==> src/rtl/fwd_pkg.sv <==
// rtl/fwd_pkg.sv - shared types and helpers for the forwarding/hazard controller
package fwd_pkg;

    typedef enum logic {FWD_RUN, FWD_STALL} fwd_state_t;

    localparam int FWD_SEL_REGFILE = 0;

    function automatic int sel_w(input int n);
        return $clog2(n + 1);
    endfunction

endpackage

==> src/rtl/fwd_hazard_ctrl_if.sv <==
// rtl/fwd_hazard_ctrl_if.sv - decode-side operand/writer bus for fwd_hazard_ctrl
interface fwd_hazard_ctrl_if
    import fwd_pkg::*;
#(
    parameter int NUM_SRC    = 2,
    parameter int NUM_STAGES = 3,
    parameter int REG_AW     = 5,
    parameter int SEL_W      = sel_w(NUM_STAGES),
    parameter int CNT_W      = 32
) ();

    logic [NUM_SRC*REG_AW-1:0]    src_addr;
    logic [NUM_SRC-1:0]           src_re;
    logic [NUM_STAGES*REG_AW-1:0] wr_addr;
    logic [NUM_STAGES-1:0]        wr_en;
    logic [NUM_STAGES-1:0]        wr_rdy;
    logic                         flush;
    logic [NUM_SRC*SEL_W-1:0]     fwd_sel;
    logic                         stall;
    logic                         stall_timeout;
    logic [NUM_SRC*CNT_W-1:0]     stat_fwd;
    logic [CNT_W-1:0]             stat_stall;

    modport master (
        output src_addr, src_re, wr_addr, wr_en, wr_rdy, flush,
        input  fwd_sel, stall, stall_timeout, stat_fwd, stat_stall
    );

    modport slave (
        input  src_addr, src_re, wr_addr, wr_en, wr_rdy, flush,
        output fwd_sel, stall, stall_timeout, stat_fwd, stat_stall
    );

endinterface

==> src/rtl/fwd_port_match.sv <==
// rtl/fwd_port_match.sv - resolves one source operand against all in-flight writers
module fwd_port_match
    import fwd_pkg::*;
#(
    parameter int NUM_STAGES = 3,
    parameter int REG_AW     = 5,
    parameter int SEL_W      = sel_w(NUM_STAGES)
) (
    input  logic [REG_AW-1:0]            addr,
    input  logic                         re,
    input  logic [NUM_STAGES*REG_AW-1:0] wr_addr,
    input  logic [NUM_STAGES-1:0]        wr_en,
    input  logic [NUM_STAGES-1:0]        wr_rdy,
    output logic [SEL_W-1:0]             sel,
    output logic                         hazard
);

    // Scan oldest to youngest so the youngest match overwrites older ones.
    always_comb begin
        sel    = SEL_W'(FWD_SEL_REGFILE);
        hazard = 1'b0;
        for (int k = NUM_STAGES - 1; k >= 0; k--) begin
            if (re && (addr != '0) && wr_en[k] && (wr_addr[k*REG_AW +: REG_AW] == addr)) begin
                sel    = SEL_W'(k + 1);
                hazard = ~wr_rdy[k];
            end
        end
    end

endmodule

==> src/rtl/fwd_hazard_ctrl.sv <==
// rtl/fwd_hazard_ctrl.sv - forwarding selects, stall FSM and watchdog; FWD_STATS_EN adds counters
module fwd_hazard_ctrl
    import fwd_pkg::*;
#(
    parameter int NUM_SRC    = 2,
    parameter int NUM_STAGES = 3,
    parameter int REG_AW     = 5,
    parameter int SEL_W      = sel_w(NUM_STAGES),
    parameter int MAX_STALL  = 16,
    parameter int CNT_W      = 32
) (
    input  logic         clk,
    input  logic         rst_n,
    fwd_hazard_ctrl_if.slave bus
);

    localparam int CW = $clog2(MAX_STALL + 1);

    logic [NUM_SRC*SEL_W-1:0] sel_vec;
    logic [NUM_SRC-1:0]       hazard;
    logic                     stall;
    fwd_state_t               state_q, state_d;
    logic [CW-1:0]            stall_cnt, cnt_d;
    logic                     timeout_q, timeout_d;

    for (genvar i = 0; i < NUM_SRC; i++) begin : g_src
        fwd_port_match #(
            .NUM_STAGES (NUM_STAGES),
            .REG_AW     (REG_AW),
            .SEL_W      (SEL_W)
        ) u_match (
            .addr    (bus.src_addr[i*REG_AW +: REG_AW]),
            .re      (bus.src_re[i]),
            .wr_addr (bus.wr_addr),
            .wr_en   (bus.wr_en),
            .wr_rdy  (bus.wr_rdy),
            .sel     (sel_vec[i*SEL_W +: SEL_W]),
            .hazard  (hazard[i])
        );
    end

    // Flush overrides any hazard so the cancelled instruction is not held.
    assign stall             = (|hazard) & ~bus.flush;
    assign bus.fwd_sel       = sel_vec;
    assign bus.stall         = stall;
    assign bus.stall_timeout = timeout_q;

    always_comb begin
        state_d   = state_q;
        cnt_d     = '0;
        timeout_d = timeout_q;
        case (state_q)
            FWD_RUN:   if (stall) state_d = FWD_STALL;
            FWD_STALL: if (!stall || bus.flush) state_d = FWD_RUN;
        endcase
        if (state_d == FWD_STALL) begin
            cnt_d = (stall_cnt == CW'(MAX_STALL)) ? stall_cnt : stall_cnt + CW'(1);
        end
        if (stall && (cnt_d == CW'(MAX_STALL))) begin
            timeout_d = 1'b1;
        end
    end

    always_ff @(posedge clk or negedge rst_n) begin
        if (!rst_n) begin
            state_q   <= FWD_RUN;
            stall_cnt <= '0;
            timeout_q <= 1'b0;
        end else begin
            state_q   <= state_d;
            stall_cnt <= cnt_d;
            timeout_q <= timeout_d;
        end
    end

`ifdef FWD_STATS_EN
    logic [CNT_W-1:0] stall_stat;

    for (genvar i = 0; i < NUM_SRC; i++) begin : g_stat
        logic [CNT_W-1:0] fwd_cnt;
        always_ff @(posedge clk or negedge rst_n) begin
            if (!rst_n) begin
                fwd_cnt <= '0;
            end else if ((sel_vec[i*SEL_W +: SEL_W] != '0) && !stall && (fwd_cnt != '1)) begin
                fwd_cnt <= fwd_cnt + CNT_W'(1);
            end
        end
        assign bus.stat_fwd[i*CNT_W +: CNT_W] = fwd_cnt;
    end

    always_ff @(posedge clk or negedge rst_n) begin
        if (!rst_n) begin
            stall_stat <= '0;
        end else if (stall && (stall_stat != '1)) begin
            stall_stat <= stall_stat + CNT_W'(1);
        end
    end
    assign bus.stat_stall = stall_stat;
`else
    assign bus.stat_fwd   = '0;
    assign bus.stat_stall = '0;
`endif

endmodule
==> src/flat_wrapper.sv <==
// flat-port wrapper written by rule: the top's interface ports become plain ports
module fwd_hazard_ctrl_flat import fwd_pkg::*;
#(
    parameter int NUM_SRC    = 2,
    parameter int NUM_STAGES = 3,
    parameter int REG_AW     = 5,
    parameter int SEL_W      = sel_w(NUM_STAGES),
    parameter int MAX_STALL  = 16,
    parameter int CNT_W      = 32
)
  (clk, rst_n, bus_src_addr, bus_src_re, bus_wr_addr, bus_wr_en, bus_wr_rdy, bus_flush, bus_fwd_sel, bus_stall, bus_stall_timeout, bus_stat_fwd, bus_stat_stall);
  fwd_hazard_ctrl_if #(.NUM_SRC(NUM_SRC), .NUM_STAGES(NUM_STAGES), .REG_AW(REG_AW), .SEL_W(SEL_W), .CNT_W(CNT_W)) bus_i ();
  input  logic clk;
  input  logic rst_n;
  input wire logic [$bits(bus_i.src_addr)-1:0] bus_src_addr;
  input wire logic [$bits(bus_i.src_re)-1:0] bus_src_re;
  input wire logic [$bits(bus_i.wr_addr)-1:0] bus_wr_addr;
  input wire logic [$bits(bus_i.wr_en)-1:0] bus_wr_en;
  input wire logic [$bits(bus_i.wr_rdy)-1:0] bus_wr_rdy;
  input wire logic [$bits(bus_i.flush)-1:0] bus_flush;
  output wire logic [$bits(bus_i.fwd_sel)-1:0] bus_fwd_sel;
  output wire logic [$bits(bus_i.stall)-1:0] bus_stall;
  output wire logic [$bits(bus_i.stall_timeout)-1:0] bus_stall_timeout;
  output wire logic [$bits(bus_i.stat_fwd)-1:0] bus_stat_fwd;
  output wire logic [$bits(bus_i.stat_stall)-1:0] bus_stat_stall;
  assign bus_i.src_addr = bus_src_addr;
  assign bus_i.src_re = bus_src_re;
  assign bus_i.wr_addr = bus_wr_addr;
  assign bus_i.wr_en = bus_wr_en;
  assign bus_i.wr_rdy = bus_wr_rdy;
  assign bus_i.flush = bus_flush;
  assign bus_fwd_sel = bus_i.fwd_sel;
  assign bus_stall = bus_i.stall;
  assign bus_stall_timeout = bus_i.stall_timeout;
  assign bus_stat_fwd = bus_i.stat_fwd;
  assign bus_stat_stall = bus_i.stat_stall;
  fwd_hazard_ctrl #(.NUM_SRC(NUM_SRC), .NUM_STAGES(NUM_STAGES), .REG_AW(REG_AW), .SEL_W(SEL_W), .MAX_STALL(MAX_STALL), .CNT_W(CNT_W)) u_core (.clk(clk), .rst_n(rst_n), .bus(bus_i));
endmodule
==> config.mk <==
export PLATFORM = sky130hd
export DESIGN_NAME = fwd_hazard_ctrl_flat
export DESIGN_NICKNAME = d
export VERILOG_FILES = /design/src/rtl/fwd_pkg.sv /design/src/rtl/fwd_hazard_ctrl_if.sv /design/src/rtl/fwd_port_match.sv /design/src/rtl/fwd_hazard_ctrl.sv /design/src/flat_wrapper.sv
export SDC_FILE = /design/constraint.sdc
export NUM_CORES = 1
export LEC_CHECK = 0
export CAP_MARGIN = 20
export CORE_MARGIN = 5
export CORE_UTILIZATION = 30
export CTS_BUF_LIST = sky130_fd_sc_hd__clkbuf_16
export DETAILED_ROUTE_END_ITERATION = 10
export GPL_TIMING_DRIVEN = 0
export MAX_ROUTING_LAYER = met4
export PLACE_DENSITY = 0.78
export SLEW_MARGIN = 20
export SYNTH_ARGS = -nofsm -noshare
export SYNTH_HDL_FRONTEND = slang
export SYNTH_HIERARCHICAL = 1
export SYNTH_SLANG_ARGS = --single-unit
==> constraint.sdc <==
create_clock -name clk -period 1.5 [get_ports clk]
set_input_delay 0.15 -clock clk [delete_from_list [all_inputs] [get_ports clk]]
set_output_delay 0.15 -clock clk [all_outputs]
set_load 0.02 [all_outputs]
== After elaboration in Yosys (flattened, before gate mapping) ==
Cells that the tools add are included.
Cells by class
  add/subtract/negate cells: 1
  $mul: 0
  divide/modulo/power cells: 0
  $lt $le $gt $ge: 0
  eq/ne operators: 8
  shift-type cells: 0
  muxes and demuxes: 17
  bitwise operators: 6
  reductions and logical operators: 20
Operators with widths (count)
  equality test 5 bit: 6
  logical AND 1 bit: 15
  two-way mux 2 bit: 6
  equality test 5 bit (second input constant): 2
  two-way mux 5 bit: 2
  nonzero test 5 bit: 2
  two-way mux 1 bit: 8
  adder 5 x 1 -> 5 bit (second input constant): 1
  inverter 1 bit: 5
  case mux 1 bit (2 select lines): 1
  OR reduction 2 bit: 1
  bitwise AND 1 bit: 1
  logical NOT 1 bit: 1
  logical OR 1 bit: 1
Word-level totals
  register bits: 7
  latch bits: 0
  bits in writable memories: 0
  memory bits (read-only): 0
  input bits: 36
  output and inout port bits: 102
  word-level logic and storage cells: 55
  memories kept: 0

== Depth between registers and ports, before layout ==
Gate-level depths: netlist (run 1).
  depth after elaboration: 16
  mapped depth: 7
  gate-level depth less buffers: 7

== Cells and area by module ==
The synthesis (run 1) kept the hierarchy.
By module, submodules not included
  fwd_hazard_ctrl: times used 1, cells an instance 133, area an instance 1094.8 um2, sequential area each 150.1 um2
  fwd_port_match: times used 2, cells an instance 39, area an instance 287.8 um2, sequential area each 0.0 um2

== Worst setup path after synthesis (run 1) ==
Ideal clock, no wire load.
  path kind: input port to flip-flop
  start point: in bus_src_addr[6]
  end point: reg u_core.timeout_q, in the netlist u_core/bus.stall_timeout
  library setup time: 120 ps
  data arrival time: 1667 ps
  data required time: 1380 ps
  setup slack: -286 ps
  stages on the path: 7
  buffers on the path: 0
  path through: or4_4 -> or2_1 -> o2111ai_1 -> a31oi_1 -> o21bai_1 -> a211oi_1 -> a31o_1
On the way
  longest elaborated chain between the ends: 16
  elaborated cells between the ends (all ways): 24
  classes of those cells: 4 x eq/ne; 7 x mux; 1 x bitwise; 12 x reduce/logical
Ends and longest elaborated chain
  start, declared: RTL line flat_wrapper.sv:15  | input wire logic [$bits(bus_i.src_addr)-1:0] bus_src_addr;
  nonzero test 5 bit: RTL line fwd_port_match.sv:23  | if (re && (addr != '0) && wr_en[k] && (wr_addr[k*REG_AW +: REG_AW] == addr)) begin
  logical AND 1 bit (3 in series): RTL line fwd_port_match.sv:23
  two-way mux 1 bit (2 in series): RTL line fwd_port_match.sv:23
  two-way mux 1 bit *: RTL line fwd_port_match.sv:23
  via u_core.hazard[1]: RTL line fwd_hazard_ctrl.sv:20  | logic [NUM_SRC-1:0] hazard;
  OR reduction 2 bit *: RTL line fwd_hazard_ctrl.sv:43  | assign stall = (|hazard) & ~bus.flush;
  bitwise AND 1 bit *: RTL line fwd_hazard_ctrl.sv:43
  logical NOT 1 bit: RTL line fwd_hazard_ctrl.sv:54  | FWD_STALL: if (!stall || bus.flush) state_d = FWD_RUN;
  logical OR 1 bit: RTL line fwd_hazard_ctrl.sv:54
  two-way mux 1 bit: RTL line fwd_hazard_ctrl.sv:54
  case mux 1 bit (2 select lines): RTL line fwd_hazard_ctrl.sv:52  | case (state_q)
  two-way mux 5 bit: RTL line fwd_hazard_ctrl.sv:56  | if (state_d == FWD_STALL) begin
  equality test 5 bit: RTL line fwd_hazard_ctrl.sv:59  | if (stall && (cnt_d == CW'(MAX_STALL))) begin
  logical AND 1 bit *: RTL line fwd_hazard_ctrl.sv:59
  end signal, assigned: RTL line fwd_hazard_ctrl.sv:72  | timeout_q <= timeout_d;
  end, declared: RTL line fwd_hazard_ctrl.sv:24  | logic timeout_q, timeout_d;
The timed path passes the listed nets; every way through them passes the cells marked *.
A chain may end at the register's enable or synchronous reset.

== Final worst setup path (run 1) ==
  start point: in bus_src_addr[4]
  end point: out bus_stall
On the way
  longest elaborated chain between the ends: 9
  elaborated cells between the ends (all ways): 16
  classes of those cells: 3 x eq/ne; 3 x mux; 1 x bitwise; 9 x reduce/logical
Ends and longest elaborated chain
  nonzero test 5 bit: RTL line fwd_port_match.sv:23
  logical AND 1 bit (3 in series): RTL line fwd_port_match.sv:23
  two-way mux 1 bit (2 in series): RTL line fwd_port_match.sv:23
  two-way mux 1 bit *: RTL line fwd_port_match.sv:23
  via u_core.hazard[0]: RTL line fwd_hazard_ctrl.sv:20
  OR reduction 2 bit *: RTL line fwd_hazard_ctrl.sv:43
  bitwise AND 1 bit *: RTL line fwd_hazard_ctrl.sv:43
  end, declared: RTL line flat_wrapper.sv:22  | output wire logic [$bits(bus_i.stall)-1:0] bus_stall;
Marked as above.

==> results of run 1 <==
==> through the flow <==
step                      instances  setup TNS [ns]  cell area, sq um  setup slack, ns  hold slack [ns]
after floorplan                 306         -0.4739              2031          -0.1890          -0.1456
after global placement          419          -10.43              2531           -1.377           0.4123
after detailed placement        419          -10.56              2531           -1.383           0.4163
after CTS                       434          -1.370              2805          -0.3101           0.1788
after global routing            444          -2.620              2998          -0.3557           0.1988
final                           444          -1.861              2998          -0.2838           0.1696
==> power by group through the flow <==
stage / Clock (W) / Sequential, W / Combinational (W)
after floorplan: 0 / 0.000166 / 0.000511
after global placement: 0 / 0.000166 / 0.000660
after detailed placement: 0 / 0.000166 / 0.000667
after CTS: 0.000438 / 0.000164 / 0.000704
after global routing: 0.000449 / 0.000164 / 0.000810
final: 0.000429 / 0.000164 / 0.000760
==> cells by family after synthesis <==
kind of cell	share of synthesized area, %
DFF	8.989
AOI/OAI and AO/OA	9.064
muxes	0.5993
adders and majority gates	1.498
buffers and inverters	45.17
xor gates and xnor gates	18.35
other	0.2245
and+or+nand+nor	16.10
==> flip-flops by register name, indices dropped and copies added, names as in the netlist <==
| signal | cells |
|---|---|
| u_core/stall_cnt | 5 |
| u_core/bus.stall_timeout | 1 |
==> cell usage after synthesis (all sizes together) (4+ instances only) <==
master | number | area share, %
nor4 | 4 | 1.5
o21ai | 5 | 2.8
nand4 | 4 | 1.5
nand3 | 6 | 1.8
dfrtp | 6 | 9.0
xnor2 | 24 | 13
nand2 | 6 | 1.3
nor2 | 7 | 1.6
or3 | 6 | 2.4
buf | 97 | 44
inv | 6 | 1.3
nor3 | 5 | 1.5
xor2 | 11 | 5.8
==> critical path: stages <==
cell	delay, ns
buf_8	0.10
or4_4	0.54
or2_4	0.26
o2111ai_4	0.10
a31oi_4	0.12
o21bai_4	0.17
inv_1	0.07
buf_6	0.13
==> per-layer routing <==
metal	vias to the layer above	track usage, %
li1	837	-
met1	677	11.29
met2	91	22.56
met3	10	2.159
met4	0	3.741
met5	-	-
==> worst min-delay path by stage <==
stage               slack, ns                       end
finish                   0.17  u_core/bus.stall_timeout
global route             0.20       u_core/stall_cnt[1]
CTS                      0.18  u_core/bus.stall_timeout
detailed placement       0.42       u_core/stall_cnt[2]
global placement         0.41       u_core/stall_cnt[2]
floorplan               -0.15  u_core/bus.stall_timeout
==> area by class of cell <==
type	instances	area share (%)
Buffer	97	24.42
Multi-Input combinational cell	197	45.24
Inverter	6	0.7513
Tap cell	72	3.005
Timing Repair Buffer	63	19.07
Sequential cell	6	5.008
Clock buffer	3	2.504
==> repair_timing <==
item                                    in CTS  in global routing
cloned                                       0                  0
endpoints found under the hold margin        0                  0
resized for setup                          145                 39
endpoints found under the setup margin      11                 11
buffers inserted                            13                 10
pin swaps                                   32                 25
==> results.json, run 1 <==
{
  "internal_power_w": 0.0008531,
  "drc": 0,
  "setup_viol_count_final": 11,
  "clk_transition_reported_paths_ns": 0.03,
  "syn-instance-count": 211,
  "swShare_pct": 36.95,
  "synth_area_sq_mm": 0.001670,
  "n_antenna_cell": 0,
  "timing.fmax_mhz": 560.6,
  "rows": 27,
  "cts_buffers": 3,
  "grt_usage_pct": 11.55,
  "n_fill_cell": 483,
  "antenna_found_initial": 0,
  "p_comb_share_pct": 56.2,
  "grt_pass1_wl_mm": 6.775,
  "cts_root_buf": "clkbuf_16",
  "max_cap_viol_count": 0,
  "final_hold_viol_count": 0,
  "worstSetupPathType": "primary input to output port",
  "clk-insertion-delay-late_ns": 0.23,
  "met2_wirelength_mm": 2.655,
  "powerDensity_mw_per_mm2": 451.3,
  "yosysWarnings": 6,
  "r2r_cells": 6,
  "synth-seq-cells": 6,
  "ys_types": 34,
  "routed.top_layer": "met4",
  "ys_seq_area_share_pct": 8.989,
  "fin_crit_sh_pct": 118.9,
  "cp_max_fo": 2,
  "io_buffer_count": 41,
  "hold_class": "primary input to async pin",
  "ir_drop_mv": 0.4091,
  "drv_slew": 0,
  "wire_per_inst_microns": 10.64,
  "coreArea_sq_mm": 0.005473,
  "grt_max_degree": 9,
  "dieArea_sq_mm": 0.007160,
  "area_delta_synth_final_pct": 79.48,
  "place_hpwl_mm": 3.646,
  "leakage_nw": 1.593,
  "synth_area_per_cell_sq_um": 7.916,
  "cp-start-kind": "primary input",
  "firstDrtPassIters": 4,
  "critPathLaunch": "bus_src_addr[4]",
  "h-tree-depth": 1,
  "r2r-start": "u_core/stall_cnt[0]",
  "crit_path_end_kind": "output port",
  "die_w_microns": 84.62,
  "worstReg2RegEnd": "u_core/bus.stall_timeout",
  "required_ns": 1.35,
  "avgViaCountPerCell": 3.637,
  "final_layout_size_suffix_gt1_share_pct": 50.81,
  "power.share.sequential_pct": 12.1,
  "layout.cells.most_common_list": "110 x buf_4, 96 x conb_1, 19 x xnor2_1, 18 x buf_6, 11 x xor2_1",
  "ff_latch_area_sq_um": 150.1,
  "nets": 412,
  "final_common_cell": "buf_4",
  "drtAntennaViolNets": 0,
  "status": "finished, violations left",
  "overflow": 0,
  "clk_path_buf_depth": 2,
  "num_vias": 1615,
  "p_switching_w": 0.0004999,
  "drt-initial-drc-count": 25,
  "synth_flop_cell": "dfrtp_1",
  "p_total_w": 0.001353,
  "final_core_util_pct": 54.78,
  "r2r_setup_slack_ns": -0.05,
  "die_h_microns": 84.62,
  "ios": 138,
  "violations": "setup timing",
  "crit_path_end": "bus_stall",
  "clock-sinks": 6,
  "m1WireLength_mm": 1.551,
  "fin_ws_ns": -0.2838,
  "period_needed_ns": 1.784,
  "grt_pass1_vias": 1549,
  "clock_power_share_pct": 31.7,
  "synth-edff-count": 0,
  "wl_met3_microns": 419,
  "clock_skew_ns": 0.001381,
  "start_util_pct": 30.52,
  "crit_arrival_ns": 1.63,
  "postCtsHoldBufs": 0,
  "place.gp.congestion": 0.8580,
  "rsz0062_at_grt": "yes",
  "async_flop_share_pct": 100.0,
  "cts_tree": "yes",
  "wl_mm": 4.725,
  "multi_input_area_sq_mm": 0.001356
}
No activity file was read; power rests on OpenSTA's default activity.
==> inputs of run 2 (changes only) <==
Settings changed: CTS_CLUSTER_SIZE set to 8.
==> results of run 2 <==
Same layout as run 1: the final DEF is identical, and so are final timing and power.
